<file path="src/rtl/tdm_mux.sv">
// Time-division multiplexer: round-robin merge of CH valid/ready channels onto one
// registered output stage, tagging each word with its source channel index.
module tdm_mux #(
    parameter int unsigned CH   = 4,
    parameter int unsigned W    = 8,
    parameter int unsigned SELW = 2
) (
    input  logic              clk,
    input  logic              rst,
    input  logic [CH*W-1:0]   in_data,
    input  logic [CH-1:0]     in_valid,
    output logic [CH-1:0]     in_ready,
    output logic [W-1:0]      out_data,
    output logic [SELW-1:0]   out_sel,
    output logic              out_valid,
    input  logic              out_ready
);

    if (CH < 2 || CH > 8 || (1 << SELW) < CH) begin : g_bad_params
        $error("tdm_mux: CH must be 2..8 and 2**SELW >= CH");
    end

    // Pointer resets to the last channel so that channel 0 wins the first search.
    localparam logic [SELW-1:0] LastInit = SELW'(CH - 1);

    logic [W-1:0]    r_out_data;
    logic [SELW-1:0] r_out_sel;
    logic            r_out_valid;
    logic [SELW-1:0] r_last;

    logic            w_load_en;
    logic [CH-1:0]   w_grant;
    logic            w_found;
    logic [SELW-1:0] w_idx;
    logic [W-1:0]    w_data;

    assign w_load_en = !r_out_valid || out_ready;

    // Two ascending passes: channels above the pointer first, then wrap from channel 0.
    always_comb begin
        w_grant = '0;
        w_found = 1'b0;
        w_idx   = '0;
        for (int unsigned k = 0; k < CH; k++) begin
            if (!w_found && in_valid[k] && (k > 32'(r_last))) begin
                w_grant[k] = 1'b1;
                w_found    = 1'b1;
                w_idx      = SELW'(k);
            end
        end
        for (int unsigned k = 0; k < CH; k++) begin
            if (!w_found && in_valid[k]) begin
                w_grant[k] = 1'b1;
                w_found    = 1'b1;
                w_idx      = SELW'(k);
            end
        end
    end

    always_comb begin
        w_data = '0;
        for (int unsigned k = 0; k < CH; k++) begin
            if (w_grant[k]) begin
                w_data = in_data[k*W +: W];
            end
        end
    end

    assign in_ready = (w_load_en && !rst) ? w_grant : '0;

    always_ff @(posedge clk) begin
        if (rst) begin
            r_out_data  <= '0;
            r_out_sel   <= '0;
            r_out_valid <= 1'b0;
            r_last      <= LastInit;
        end else if (w_load_en) begin
            if (w_found) begin
                r_out_data  <= w_data;
                r_out_sel   <= w_idx;
                r_out_valid <= 1'b1;
                r_last      <= w_idx;
            end else begin
                r_out_valid <= 1'b0;
            end
        end
    end

    assign out_data  = r_out_data;
    assign out_sel   = r_out_sel;
    assign out_valid = r_out_valid;

endmodule
</file>
<file path="config.mk">
export PLATFORM = sky130hd
export DESIGN_NAME = tdm_mux
export DESIGN_NICKNAME = d
export VERILOG_FILES = /design/src/rtl/tdm_mux.sv
export SDC_FILE = /design/constraint.sdc
export NUM_CORES = 1
export LEC_CHECK = 0
export ABC_AREA = 1
export CAP_MARGIN = 40
export CORE_MARGIN = 3
export CORE_UTILIZATION = 40
export DETAILED_ROUTE_END_ITERATION = 12
export PLACE_DENSITY = 0.83
export RECOVER_POWER = 100
export SETUP_SLACK_MARGIN = 0.4
export SLEW_MARGIN = 5
export SYNTH_ARGS = -nofsm -noshare
export SYNTH_HDL_FRONTEND = slang
export SYNTH_SLANG_ARGS = --single-unit
</file>
<file path="constraint.sdc">
create_clock -name clk -period 3.7 [get_ports clk]
set_input_delay 0.555 -clock clk [delete_from_list [all_inputs] [get_ports clk]]
set_output_delay 0.555 -clock clk [all_outputs]
set_load 0.02 [all_outputs]
</file>
# Word level (Yosys, flattened, before mapping)
# Index checks and enable logic that the tools add are counted.
# op_classes
order_cmp	3
n_mux	26
n_reduce_logical	20
# op_table
operator	count
two-way mux 8 bit	4
two-way mux 1 bit	15
two-way mux 2 bit	6
logical AND 1 bit	10
logical NOT 1 bit	8
greater-than comparator 2 bit, first input constant	2
two-way mux 4 bit	1
greater-than comparator 1 x 2 -> 1 bit, first input constant	1
AND reduction 2 bit	1
logical OR 1 bit	1
# word_totals
reg_bits	13
input_bits	39
output_inout_bits	15
wordCells	53

# Logic depth before layout (Yosys ltp)
# Gate-level depths: netlist of the first run.
# logic_depth
word_depth	24
ltp_mapped	10
ltp_nobuf	10

# Least setup slack after synthesis of the first run
# OpenSTA, ideal clock, no wires.
# synth_timing
kind	input to output
from	input port in_valid[0]
to	output port in_ready[3]
arrival_time_ns	1.499
required_time_ns	3.145
path_slack_ns	1.646
stages	7
path_buffers	0
path_cell_list	inv_1 > nand4_4 > nor2_4 > nand3_2 > nand2_2 > inv_2 > nor2_1
# synth_between
elab_chain_len	12
# synth_lines
element	line_no	source
start, declared	11	input logic [CH-1:0] in_valid,
logical AND 1 bit *	52	if (!w_found && in_valid[k]) begin
two-way mux 1 bit *	52	
logical NOT 1 bit	52	
logical AND 1 bit	52	
two-way mux 1 bit *	52	
logical NOT 1 bit	52	
logical AND 1 bit	52	
two-way mux 1 bit *	52	
logical NOT 1 bit *	52	
logical AND 1 bit *	52	
two-way mux 1 bit *	52	
two-way mux 4 bit *	69	assign in_ready = (w_load_en && !rst) ? w_grant : '0;
end, declared	12	output logic [CH-1:0] in_ready,
# Mark *: on every way between the ends. The rest lies on a longest branch, timed or not.

# Worst setup path in the final report of the first run
# layout_timing
from	input port in_valid[3]
to	output port in_ready[3]
# layout_between
elab_chain_len	16
word_cells_on_any_way	17
classes_between	mux: 7; reduce/logical: 10
# layout_lines
element	line_no	source
logical AND 1 bit (2 in a row)	45	if (!w_found && in_valid[k] && (k > 32'(r_last))) begin
two-way mux 1 bit	45	
logical NOT 1 bit	52	
logical AND 1 bit	52	
two-way mux 1 bit	52	
logical NOT 1 bit	52	
logical AND 1 bit	52	
two-way mux 1 bit	52	
logical NOT 1 bit	52	
logical AND 1 bit	52	
two-way mux 1 bit	52	
logical NOT 1 bit	52	
logical AND 1 bit	52	
two-way mux 1 bit *	52	
two-way mux 4 bit *	69	
# Marked as above.

==> results of run 1 <==
## registers in the layout (all words and copies together), names as in the netlist
name       cells
out_valid      1
out_sel        2
r_last         2
out_data       8
## synth_stat cells (all sizes together)
master | instances | area, µm²
nand3b | 1 | 11.3
clkbuf | 1 | 3.75
o21ai | 3 | 30.0
buf | 3 | 33.8
nand2 | 69 | 282
o211ai | 1 | 12.5
o21bai | 1 | 11.3
nor2 | 6 | 37.5
inv | 28 | 108
dfxtp | 13 | 260
nand4 | 2 | 27.5
nor3 | 1 | 5.00
nand3 | 10 | 55.1
a21oi | 20 | 138
a41oi | 1 | 16.3
## report_power, final
part | total (mW) | switching (mW) | leakage (nW) | internal [mW]
Clock | 0.0840 | 0.0424 | 0.0150 | 0.0416
Sequential | 0.169 | 0.0104 | 0.108 | 0.159
Combinational | 0.227 | 0.122 | 0.645 | 0.105
Total | 0.480 | 0.175 | 0.768 | 0.305
## area by class of cell
type | count | area, µm²
well taps | 28 | 35.0
flip-flops and latches | 13 | 260
clock buffers | 4 | 26.3
fillers | 220 | 758
inverters | 28 | 106
multi-input cells | 115 | 594
repair buffers | 54 | 538
## metal layers
layer,wire (µm),part of all wire [%],up-vias,GRT usage (%)
met5,0,0,-,0
met4,28,1.1,0,5.96
met3,158,6.1,2,1.38
met2,1260,49,35,26.7
met1,1140,44,483,21.5
li1,-,-,602,-
## final timing paths
kind          startpoint     endpoint  depth (start not counted)
max          in_valid[3]  in_ready[3]                          9
min          out_data[5]  out_data[5]                          2
max reg2reg    r_last[0]    r_last[1]                          9
min reg2reg  out_data[5]  out_data[5]                          2
## cell families (layout without fill, tap and decap cells)
group / after synthesis / after routing / share of synthesized area [%]
buffers and inverters: 32 / 86 / 14.1
DFF: 13 / 13 / 25.2
AOI/OAI and AO/OA: 26 / 26 / 20.1
and+or+nand+nor: 89 / 89 / 40.5
## per-stage QoR
stage               cells  instance area (µm²)  power, mW
finish                242                 1560      0.480
global route          242                 1560      0.514
CTS                   242                 1590      0.497
detailed placement    238                 1570      0.414
global placement      238                 1570      0.409
floorplan             160                 1030      0.321
## worst max-delay path, stage by stage
cell	delay (ns)
clkdlybuf4s50_1	0.47
nand2_1	0.19
nand4_4	0.12
nor2_1	0.28
nand3_2	0.14
nand2_4	0.14
inv_2	0.09
nor2_1	0.09
clkdlybuf4s50_1	0.60
==> flow_summary.ini, run 1 <==
[sta]
worstMarginPinSlew_ns = 0.685
fin_crit_sh_pct = 87.4
max_freq_mhz = 309
holdWs_ns = 0.473
rsz0062_at_grt = no
finalSetupTns_ns = 0
skew_ns = 0.00113
slew_headroom_pct = 53.7
setup_viol = 0
slew_viol_final = 0
hold_viol_final = 0
setup_ws_ns = 0.465
fin_crit_ns = 3.24

[routing]
drc = 0
detail_route.iter0.violations = 16
drtAntennaViolNets = 0
wl_per_cell_um = 10.7
via_per_inst = 4.64
dr.pass1.iters = 4
wl_mm = 2.59
vias = 1122

[clock_network]
cts_resized = 0
hold_buffers = 0
cts_inserted_buffers = 3
cts_sinks = 13
tritoncts = done
clk_pin_slew_ns = 0.08
clockBufferDepth = 2
post-cts-setup-buffer-count = 0
cts_root_buf = clkbuf_4
clk-insertion-delay-late_ns = 0.26
htreeDepth = 1

[floorplanning]
fp.dieH_um = 56.8
die-area_um2 = 3220
pin_count = 54
coreArea_um2 = 2320
row_count = 17
initial_utilization_pct = 44.5
die_w_um = 56.8

[power_and_ir_drop]
power_density_nw_per_um2 = 308
peakVddDrop_mv = 0.217
p_leak_nw = 0.768

[global_route]
globalRouteTotalUtil_pct = 16.1
gr-total-overflow = 0
grt_max_degree = 21
grt_pass1_vias = 995
antenna_found_initial = 0
grt_pass1_wl_mm = 4.29

[worst_setup_path]
crit_path_max_fanout = 11
cp.arrival_ns = 2.68
setup.worst_path.class = input pin to output port
cp-end-kind = output port
start_kind = input pin
required_ns = 3.14
r2r_slack_ns = 1.25

[yosys]
synth_area_um2 = 1030
yosysWarnings = 0
synth_fp_nets = 199
ys_ff_latch = 13
syn-instance-count = 160
yosysSeqAreaShare_pct = 25.2
synth_area_per_cell_um2 = 6.44
synth_cell_type_count = 25

[finish]
layout-area-overhead-vs-synth_pct = 51.3
diodes = 0
final_cell_mix = 63 x nand2_1, 40 x clkdlybuf4s50_1, 26 x inv_1
final_util_pct = 67.3
drive_gt1_share_pct = 12.6
nets = 254
layout_commonest_cell = nand2_1

[worst_hold_path]
hold_path_class = flip-flop to flip-flop

[outcome]
status = finished clean

[place]
portBuffers = 53
dpl.hpwl_mm = 2.20
gp_congestion = 0.860
dp_slack_ns = 0.506

[job]
drv_cap = 0
Note: power is estimated with default switching activity, not from simulation.
==> inputs of run 2 (changes only) <==
--- a/config.mk
+++ b/config.mk
@@ -9,6 +9,7 @@
 export CAP_MARGIN = 40
 export CORE_MARGIN = 3
 export CORE_UTILIZATION = 40
+export CTS_CLUSTER_DIAMETER = 30
 export DETAILED_ROUTE_END_ITERATION = 12
 export PLACE_DENSITY = 0.83
 export RECOVER_POWER = 100
==> results of run 2 <==
The final DEF is identical to that of run 1; final timing and power are the same.
==> inputs of run 3 (changes only) <==
==> constraint.sdc (replaced) <==
create_clock -name clk -period 3.7 [get_ports clk]
set_input_delay 0.555 -clock clk [delete_from_list [all_inputs] [get_ports clk]]
set_output_delay 0.555 -clock clk [all_outputs]
set_load 0.01 [all_outputs]
==> run 3 against run 2 <==
Net effect:
- non-clock buffer count is the same
- maximum frequency shrank 0.58%
- register-to-register slack improved by 0.15 ns
- global-route usage grew 0.85 points
- power fell by 2.7%
- sequential share of layout area fell by 0.053 points
- critical endpoint unchanged
- highest routed layer unchanged
==> flow_summary.ini, run 3 (synthesis gave the netlist of run 1 again) <==
[power_and_ir_drop]
p_sw_mw = 0.162
power_frac_seq_pct = 36.1
switching_share_pct = 34.7
p_clk_share_pct = 18.1
power_mw = 0.467
p_leak_nw = 0.771
peakVddDrop_mv = 0.205
power_density_nw_per_um2 = 299
comb_power_share_pct = 45.8
intPower_mw = 0.305

[routing]
via_per_inst = 4.71
wl_met2_mm = 1.29
drtAntennaViolNets = 0
wl_met3_um = 177
detail_route.iter0.violations = 20
wl_per_cell_um = 10.9
highest_layer = met4
drc = 0
drt-met1-wl_mm = 1.16
vias = 1140
dr.pass1.iters = 5
wl_mm = 2.64

[place]
gp_congestion = 0.861
placed_area_um2 = 1570
portBuffers = 53
dpl.hpwl_mm = 2.24
dp_slack_ns = 0.530

[worst_setup_path]
r2r_slack_ns = 1.40
cp-end-kind = output port
cp.arrival_ns = 2.70
r2r_end = r_last[1]
start_kind = input pin
rr_worst_depth = 9
r2r-start = r_last[1]
setup.worst_path.class = input pin to output port
crit_path_max_fanout = 11
required_ns = 3.14

[finish]
layout-area-overhead-vs-synth_pct = 51.8
largest_reg_flops = 8
stdcell_area_um2 = 1570
drive_gt1_share_pct = 12.6
layout_commonest_cell = nand2_1
nets = 254
diodes = 0
final_util_pct = 67.5
final_cell_mix = 64 x nand2_1, 38 x clkdlybuf4s50_1, 26 x inv_1
nFillCells = 216

[global_route]
gr-total-overflow = 0
grt_pass1_vias = 1066
grt_pass1_wl_mm = 4.55
antenna_found_initial = 0
grt_max_degree = 21
globalRouteTotalUtil_pct = 17.0

[floorplanning]
die-area_um2 = 3220
initial_utilization_pct = 44.5
pin_count = 54
fp.dieH_um = 56.8
row_count = 17
die_w_um = 56.8
coreArea_um2 = 2320

[worst_hold_path]
hold_path_end = out_data[5]
hold_path_class = flip-flop to flip-flop
min_path_cells = 2
min_from = out_data[5]

[sta]
rsz0062_at_grt = no
setup_viol = 0
finalSetupTns_ns = 0
worstMarginPinSlew_ns = 0.692
slew_headroom_pct = 53.2
slew_viol_final = 0
fin_crit_sh_pct = 88.0
skew_ns = 0.00647
fin_crit_ns = 3.25
hold_viol_final = 0
setup_ws_ns = 0.446
max_freq_mhz = 307

[clock_network]
clk-insertion-delay-late_ns = 0.27
cts_inserted_buffers = 3
clk_pin_slew_ns = 0.08
cts_root_buf = clkbuf_4
clockBufferDepth = 2
cts_sinks = 13
tritoncts = done
htreeDepth = 1

[job]
drv_cap = 0

[outcome]
status = finished clean
## run 3: final cells by class
cell class | count | area [µm²] | area share, %
Tap cell | 28 | 35.0 | 2.24
Clock buffer | 4 | 26.3 | 1.68
Timing Repair Buffer | 54 | 538 | 34.4
Inverter | 28 | 106 | 6.79
Multi-Input combinational cell | 115 | 599 | 38.3
Sequential cell | 13 | 260 | 16.6
## run 3: critical path, cell delays in order
cell           delay, ns
dlygate4sd3_1       0.62
nand2_1             0.22
nand4_4             0.13
nor2_4              0.15
nand3_2             0.10
nand2_4             0.13
inv_2               0.09
nor2_1              0.09
dlygate4sd3_1       0.60
## run 3: power groups by stage
stage               clock (mW)  sequential [mW]  combinational (mW)
floorplan                    0            0.179               0.128
global route            0.0921            0.171               0.239
CTS                     0.0853            0.169               0.229
global placement             0            0.171               0.224
finish                  0.0846            0.169               0.214
detailed placement           0            0.173               0.229
## run 3: worst max-delay path by stage
stage	from	endpoint	depth (start not counted)
after floorplan	in_valid[0]	in_ready[3]	7
after global placement	in_valid[1]	in_ready[3]	9
after detailed placement	in_valid[1]	in_ready[3]	9
after CTS	in_valid[1]	in_ready[3]	9
after global routing	in_valid[1]	in_ready[3]	9
final	in_valid[1]	in_ready[3]	9
## run 3: layer usage
layer	global-route usage (%)	up-vias
li1	-	604
met1	22.0	497
met2	29.0	37
met3	1.38	2
met4	6.29	0
met5	0	-
## run 3: what timing repair did
| action | 4_1_cts | 5_1_grt |
|---|---|---|
| hold buffers | 0 | 0 |
| resized for setup | 0 | 1 |
| setup buffers | 0 | 0 |
| setup endpoints to repair | 0 | 1 |
## run 3: stage by stage
step | hold WS, ns | std cells
floorplan | 0.449 | 160
detailed placement | 0.467 | 238
global placement | 0.461 | 238
CTS | 0.478 | 242
global route | 0.505 | 242
finish | 0.475 | 242
==> variant, RTL diff (config.mk and constraints of run 1) <==
`W`: 8 -> 12.
--- a/src/rtl/tdm_mux.sv
+++ b/src/rtl/tdm_mux.sv
@@ -3,5 +3,5 @@
 module tdm_mux #(
     parameter int unsigned CH   = 4,
-    parameter int unsigned W    = 8,
+    parameter int unsigned W    = 12,
     parameter int unsigned SELW = 2
 ) (
Ports: changed (resized in_data and out_data); port bits go from 54 to 74. No check against the original RTL was run, so the function may have changed too.
==> variant against run 1 <==
- largest power group unchanged
- sequential cell count grew 4
- register-to-register slack improved by 0.08 ns
- cell area grew 29%
- sequential power is 31% higher
- synthesized area increased by 26%
- die area grew 23%
- total power grew 27%
- clock power is 13% higher
- routed wire length is 34% higher
- non-clock buffer count up 21
- setup slack improved by 0.010 ns
==> variant: results (changes against run 1) <==
| Metric | Value |
|---|---|
| Met3 Track Usage GR | `2.88% (+1.5 points)` |
| Lkg Pwr | `0.00100 uW (+31%)` |
| Status | `completed` |
| WP data arrival | `2.67 ns (about the same)` |
| Layout filler cell count | `299 (+36%)` |
| Register area share after synthesis | `26.2% (+0.94 points)` |
| Worst stage delay on the critical path | `0.69 ns (+0.09 ns)` |
| WL per Instance | `10.5 um (-1.8%)` |
| RR Startpoint | `r_last[1]` |
| Post-Syn Nets | `272 (+37%)` |
| Crit. Startpoint | `in_valid[1]` |
| Seq_cells | `17 (+4)` |
| Fraction of layout cells with a size suffix above 1 | `7.67% (-5.0 points)` |
| Multi-input gate share of total cell area | `35.7% (-2.4 points)` |
| Worst setup path endpoint | `in_ready[2]` |
| Clk Latency, worst-skew pair | `0.28 ns (+0.02 ns)` |
| DP Wirelength | `2890 um (+32%)` |
| Most area-consuming cells after synthesis | `dfxtp_1 26%, nand2_1 26%, inv_1 9.5%` |
| R2r setup slk | `1.33 ns (+0.08 ns)` |
| Synth top cells by count | `90 x nand2_1, 33 x inv_1, 19 x a21oi_1` |
| DRT Pass-1 Iters | `5 (+1)` |
| Crit-path max FO | `5 (-6)` |
| DR iter-0 viols | `43 (+27)` |
| Clock Skew | `0.00103 ns (-0.000104 ns)` |
| Peak VDD IR | `0.000130 V (-40%)` |
| Largest net degree at the start of global routing | `28 (+33%)` |
| Overall routing resource usage | `17.7% (+1.6 points)` |
| Signal buffers | `75 (+39%)` |
| Max reg flops | `12 (+4)` |
| Inverters | `36 (+29%)` |
| Non-clk buf share | `36.7% (+2.2 points)` |
| M1 GR Usage | `22.9% (+1.3 points)` |
| IO Port Bufs | `73 (+38%)` |
| Vias per std cell | `4.46 (-3.8%)` |
| First-pass GRT wire length | `5700 um (+33%)` |
| Layout Nets | `343 (+35%)` |
| Seq/total area | `16.9% (+0.20 points)` |
## variant: cell count changes after synthesis, sizes merged
cell           run 1  this run
dfxtp             13        17
o211ai             1         2
inv               28        36
nand2             69        96
buf                3         8
a21oi             20        27
nand3             10        15
## variant: how the worst min path moves through the flow
stage | from | to | slack, ns | depth (start not counted)
after floorplan | r_last[1] | r_last[1] | 0.52 | 2
after global placement | out_data[0] | out_data[0] | 0.45 | 2
after detailed placement | out_sel[0] | out_sel[0] | 0.46 | 2
after CTS | out_sel[0] | out_sel[0] | 0.47 | 2
after global routing | out_data[7] | out_data[7] | 0.50 | 2
final | out_sel[0] | out_sel[0] | 0.47 | 2
## variant: kinds of logic after synthesis
group | count (synthesis) | share of synthesized area (%)
compound gates | 34 | 16.6
buf+inv | 45 | 15.6
flops | 17 | 26.2
simple gates | 121 | 41.7
## variant: report_power, final
part / total (uW) / internal (uW) / switching [uW]
combinational: 296 / 138 / 159
clock: 95.0 / 41.8 / 53.2
sequential: 221 / 208 / 13.0
## variant: layer usage
layer | wire length (um) | up-vias
met2 | 1670 | 51
li1 | - | 811
met1 | 1560 | 610
met3 | 193 | 4
met4 | 53 | 0
met5 | 0 | -
## variant: worst min-delay path, stage by stage, from the launching register on
cell,delay [ns]
dfxtp_1,0.32
nand2_1,0.06
a21oi_1,0.05
## variant: through the flow
stage	std cells	total power, uW	cell area, um^2	worst slack [ns]
after floorplan	217	411	1300	1.56
after global placement	327	533	2030	0.474
after detailed placement	327	539	2030	0.429
after CTS	331	632	2060	0.425
after global routing	331	660	2020	0.412
final	331	612	2020	0.475
## variant: repair_timing
action / 4_1_cts / 5_1_grt
hold buffers: 0 / 0
setup endpoints to repair: 0 / 1
gates resized for setup: 0 / 2
